`config.mk`:
```
export PLATFORM = sky130hd
export DESIGN_NAME = inst_fetch_unit
export DESIGN_NICKNAME = d
export VERILOG_FILES = /design/src/rtl/inst_fetch_unit.sv
export SDC_FILE = /design/constraint.sdc
export NUM_CORES = 1
export LEC_CHECK = 0
export CORE_UTILIZATION = 40
export DETAILED_ROUTE_END_ITERATION = 16
export GPL_TIMING_DRIVEN = 0
export PLACE_DENSITY = 0.57
export RECOVER_POWER = 50
export SLEW_MARGIN = 40
export SYNTH_ARGS = -nofsm -noshare
export SYNTH_HDL_FRONTEND = slang
export SYNTH_SLANG_ARGS = --single-unit
```
`constraint.sdc`:
```
create_clock -name clk -period 4.6 [get_ports clk]
set_input_delay 0.46 -clock clk [delete_from_list [all_inputs] [get_ports clk]]
set_output_delay 0.46 -clock clk [all_outputs]
set_load 0.005 [all_outputs]
```
`src/rtl/inst_fetch_unit.sv`:
```
// Instruction fetch stage: small write-only program memory, a PC, and an IR
// presented to the execute stage through a valid/ready handshake.
module inst_fetch_unit #(
  parameter int         PROG_DEPTH = 16,
  parameter int         ADDR_W     = $clog2(PROG_DEPTH),
  parameter logic [4:0] HALT_OP    = 5'b11111
) (
  input  logic              clk,
  input  logic              sys_rst,
  input  logic              start,
  input  logic              prog_we,
  input  logic [ADDR_W-1:0] prog_addr,
  input  logic [31:0]       prog_wdata,
  input  logic              redirect_en,
  input  logic [ADDR_W-1:0] redirect_pc,
  input  logic              ir_ready,
  output logic              ir_valid,
  output logic [31:0]       ir,
  output logic [ADDR_W-1:0] pc,
  output logic              halted,
  output logic [15:0]       inst_count
);

  typedef enum logic [1:0] {S_IDLE, S_FETCH, S_VALID, S_HALT} state_t;

  state_t            state_q, state_d;
  logic [31:0]       mem [PROG_DEPTH];
  logic [31:0]       fetch_word;
  logic [ADDR_W-1:0] pc_d;
  logic              valid_d, halted_d, load_ir, handshake;
  logic [15:0]       count_d;

  // NOTE: program storage has no reset; the loader defines its contents, and
  // leaving reset off lets it map onto plain RAM.
  always_ff @(posedge clk) begin
    if (prog_we) mem[prog_addr] <= prog_wdata;
  end

  assign fetch_word = mem[pc];
  assign handshake  = (state_q == S_VALID) && ir_valid && ir_ready;

  always_comb begin
    // NOTE: every output of this block gets a default first, so no path
    // through the case statement can infer a latch.
    state_d  = state_q;
    pc_d     = pc;
    valid_d  = ir_valid;
    halted_d = halted;
    count_d  = inst_count;
    load_ir  = 1'b0;

    if (handshake && inst_count != 16'hFFFF) count_d = inst_count + 16'd1;

    case (state_q)
      S_IDLE: begin
        if (redirect_en)  pc_d    = redirect_pc;
        else if (start)   state_d = S_FETCH;
      end
      S_FETCH: begin
        load_ir = 1'b1;
        if (fetch_word[31:27] == HALT_OP) begin
          state_d  = S_HALT;
          halted_d = 1'b1;
        end else begin
          state_d = S_VALID;
          valid_d = 1'b1;
        end
      end
      S_VALID: begin
        if (handshake) begin
          valid_d = 1'b0;
          pc_d    = pc + ADDR_W'(1);
          state_d = S_FETCH;
        end
      end
      S_HALT: ;
      default: state_d = S_IDLE;
    endcase

    // A redirect wins over the normal flow and drops any read in flight; a
    // handshake in the same cycle has already been counted above.
    if (redirect_en && state_q != S_IDLE) begin
      pc_d     = redirect_pc;
      valid_d  = 1'b0;
      halted_d = 1'b0;
      load_ir  = 1'b0;
      state_d  = S_FETCH;
    end
  end

  // NOTE: sequential state uses non-blocking assignments so every register
  // samples pre-edge values regardless of statement order.
  always_ff @(posedge clk) begin
    if (sys_rst) begin
      state_q    <= S_IDLE;
      pc         <= '0;
      ir         <= '0;
      ir_valid   <= 1'b0;
      halted     <= 1'b0;
      inst_count <= '0;
    end else begin
      state_q    <= state_d;
      pc         <= pc_d;
      ir_valid   <= valid_d;
      halted     <= halted_d;
      inst_count <= count_d;
      if (load_ir) ir <= fetch_word;
    end
  end

endmodule

```
# After elaboration in Yosys (flattened, before gate mapping)
# Memories as Yosys holds them, arrays and structs flattened. A register that Yosys moved wholly into a read port is not among the register bits.
# Cells that the tools add are included.
[word_totals]
register_bits = 56
ramBits = 512
input_bits = 46
output_inout_bits = 54
mem_count = 1
[memory_table]
columns = ["memory", "words", "width", "rd", "rd_clocked_by_memory_dff", "wr", "line_no", "text"]
rows = [
  ["mem", 16, 32, 1, 1, 1, "27", "logic [31:0] mem [PROG_DEPTH];"],
]
[op_classes]
add_sub_neg = 2
eq_ne = 12
muxes = 19
n_reduce_logical = 16
[ops]
columns = ["operator", "count"]
rows = [
  ["$mux W4", 5],
  ["$add A16 B1 Y16 const B", 1],
  ["$ne A16 B16 Y1 const B", 1],
  ["$ne A3 B3 Y1 const B", 3],
  ["$mux W1", 8],
  ["$ne A2 B2 Y1 const B", 4],
  ["$pmux W4 S2", 1],
  ["$reduce_and A4 Y1", 2],
  ["$mux W2", 3],
  ["$pmux W2 S3", 1],
  ["$reduce_and A3 Y1", 2],
  ["$reduce_bool A3 Y1", 2],
  ["$eq A5 B5 Y1 const B", 1],
  ["$add A4 B1 Y4 const B", 1],
  ["$logic_and A1 B1 Y1", 4],
  ["$reduce_bool A2 Y1", 2],
  ["$reduce_bool A4 Y1", 1],
  ["$ne A3 B2 Y1 const B", 1],
  ["$eq A2 B1 Y1 const B", 1],
  ["$eq A2 B2 Y1 const B", 1],
  ["$logic_not A2 Y1", 1],
  ["$pmux W1 S2", 1],
  ["$reduce_and A2 Y1", 1],
  ["$reduce_or A2 Y1", 1],
]

# Longest topological paths before layout
[logic_depth]
depth_word = 8
mapped_depth = 8
depth_no_buf = 8

# Worst setup path before layout
# OpenSTA, ideal clock, no wires.
[synth_path]
path_type = "input port to flip-flop"
start = "input prog_addr[2]"
end = "memory mem[0][0] (enable)"
arrival_ps = 3178
slack_ps = 960
path_stages = 2
n_path_buf = 0
cell_sequence = "or3b_2 -> nor3_1"
[synth_lines]
columns = ["element", "line_no", "text"]
rows = [
  ["start, declared", "12", "input logic [ADDR_W-1:0] prog_addr,"],
  ["end, declared", "27", ""],
]
# Straight into the memory's write port.

==> impl_metrics.tcl <==
set metrics [dict create \
    drive_gt1_share_pct 26.60 \
    synth_cells 1034 \
    powerDensity_nw_per_um2 470.9 \
    cts_max_path_buffers 3 \
    synth-seq-cells 572 \
    ant_nets 0 \
    critical_path_class "register to register" \
    drv_cap 0 \
    grt_pass1_wl_um 75080 \
    start_util_pct 40.85 \
    worstMarginPinSlew_ns 1.407 \
    fin_worst_skew_ns 0.02831 \
    rows 84 \
    grt_pass1_vias 11291 \
    postPlaceCellArea_um2 24400 \
    wl_per_cell_um 25.50 \
    synth_cell_types 42 \
    track_usage_pct 18.75 \
    ctsResizeCount 0 \
    period_share_pct 68.48 \
    detail_route.vias_per_cell 5.466 \
    whs_ns 0.3478 \
    hold_viol 0 \
    worstPathArrival_ns 3.62 \
    grt-ovfl-total 0 \
    cp-start-kind "register" \
    io_buffers 98 \
    synth_edf_count 512 \
    path_clk_slew_ns 0.06 \
    mostFrequentLayoutCells "edfxtp_1, mux4_2, nand2_1, clkdlybuf4s50_1, dfxtp_1" \
    synthesis.nets 1085 \
    die_h_um 234.8 \
    clock-sinks 572 \
    hold_path.class "primary input to register" \
    cts-root-buf "clkbuf_16" \
    insertion_delay_ns 0.64 \
    post_cts_buffers 0 \
    min_period_ns 3.150 \
    area_growth_pct 21.50 \
    hpwlAfterDp_um 33680 \
    synth_flop_cell "edfxtp_1" \
    vias 10856 \
    worstPathCellList "buf_2 -> clkbuf_1 -> clkbuf_1 -> mux4_2 -> mux4_2 -> nand2_1 -> a21oi_1" \
    numCtsBuffers 57 \
    fmax_mhz 317.4 \
    die_x_um 234.8 \
    drc 0 \
    final_common_cell "edfxtp_1" \
    firstDrtPassIters 5 \
    cp_max_fo 10 \
    cellLeakagePower_uw 0.008270 \
    num-fill-cells 4297 \
    worstPathRequired_ns 5.07 \
    endpoint_kind "register" \
    synthArstFlopShare_pct 0 \
    finalSetupViolCount 0 \
    ir_drop_mv 0.3098 \
    outcome "finished clean" \
    place_congestion 0.7651 \
    wirelength_um 50650 \
    max_stage_delay_ns 0.72 \
    avgSynthCellArea_um2 20.97 \
    cts_tree "done" \
    cts-htree-levels 2 \
    drtIter0Drc 1026 \
    p_total_uw 12400 \
    synth_area_um2 21680 \
    grt_max_degree 17 \
    die_area_um2 55130 \
    finalSetupTns_ns 0 \
    fp.coreArea_um2 53080 \
    io_pins 100 \
    cts_hold_buf 0 \
    rsz0062_at_grt "false" \
    drv_slew 0 \
    final_area_um2 26340 \
    ys_warn_count 0 \
    critical_path.slowest_cell "clkbuf_1" \
    ys_seq_area_share_pct 76.46 \
    antenna_found_initial 5 \
    slew_headroom_pct 5.850 \
    nNetsFinal 1299 \
]
stage by stage:
step | std cells | worst slack (ns) | utilization (%)
final | 1986 | 1.450 | 49.63
after floorplan | 1034 | 0.9604 | -
after global routing | 1985 | 1.304 | 49.62
after detailed placement | 1877 | 1.268 | 45.97
after CTS | 1985 | 1.230 | 49.84
after global placement | 1820 | -2.636 | 44.32
cell type report:
class	count	area, um^2	area share [%]
plain buffers	47	222.7	0.8455
multi-input cells	410	4938	18.75
diodes	1	2.502	0.009500
clock inverters	34	479.2	1.819
inverters	5	18.77	0.07125
well taps	688	860.8	3.268
flip-flops and latches	572	16580	62.93
repair buffers	155	1672	6.346
clock buffers	74	1570	5.961
worst max-delay path: cells and delay by family, from the launching register on:
family                 cells  cell delay [ns]
muxes                      2             0.89
and+or+nand+nor            1             0.13
buffers and inverters      3             1.57
AOI/OAI and AO/OA          1             0.08
DFF                        1             0.33
logic make-up (layout without fill, tap and decap cells):
family / after synthesis / after routing / share of synthesized area (%)
xor+xnor: 12 / 12 / 0.4848
simple gates: 168 / 168 / 3.613
buf+inv: 52 / 315 / 1.033
compound gates: 64 / 64 / 1.662
mux: 161 / 161 / 16.46
flops: 572 / 572 / 76.46
other cells: 0 / 1 / 0
fa+ha+maj: 5 / 5 / 0.2886
where the power goes:
group / switching [uW] / total [uW] / leakage (uW) / internal, uW
combinational: 808 / 1540 / 0.00217 / 730
clock: 1990 / 4970 / 0.000989 / 2980
sequential: 67.2 / 5890 / 0.00511 / 5820
total: 2870 / 12400 / 0.00827 / 9540
sequential cells by signal, summed over array words and instances (netlist names), named ones only:
signal and flops:
ir 32, halted 1, state_q 2, ir_valid 1
mem 512, inst_count 16, pc 4
worst paths after layout:
path	startpoint	to	slack, ns	cells past startpoint
max	register	ir[21]$_SDFFE_PP0P_	1.45	7
min	sys_rst	inst_count[2]$_SDFFE_PP0P_	0.35	2
max reg2reg	register	ir[21]$_SDFFE_PP0P_	1.45	7
min reg2reg	ir[12]$_SDFFE_PP0P_	ir[12]$_SDFFE_PP0P_	0.45	2
layer usage:
metal / vias to the layer above / global-route usage, % / wire, um
li1: 4688 / - / -
met1: 5742 / 27.25 / 22900
met2: 342 / 28.84 / 23290
met3: 82 / 3.865 / 3460
met4: 2 / 5.064 / 993
met5: - / 0 / 13
cell usage after synthesis, types with 4 or more instances:
master	instances	area share, %
dfxtp_1	60	5.5
clkbuf_1	26	0.45
nor3_1	13	0.30
mux2i_1	4	0.18
a21oi_1	44	1.0
buf_1	4	0.069
nor2b_1	5	0.14
a22oi_1	8	0.28
edfxtp_1	512	71
ha_1	5	0.29
nand3_1	6	0.14
nor2_1	35	0.61
mux4_2	155	16
o21ai_0	4	0.092
and3_1	4	0.12
inv_1	5	0.087
nand2_1	78	1.4
buf_2	14	0.32
nand4_1	4	0.12
xnor2_1	9	0.36
(Power assumes the default switching activity.)
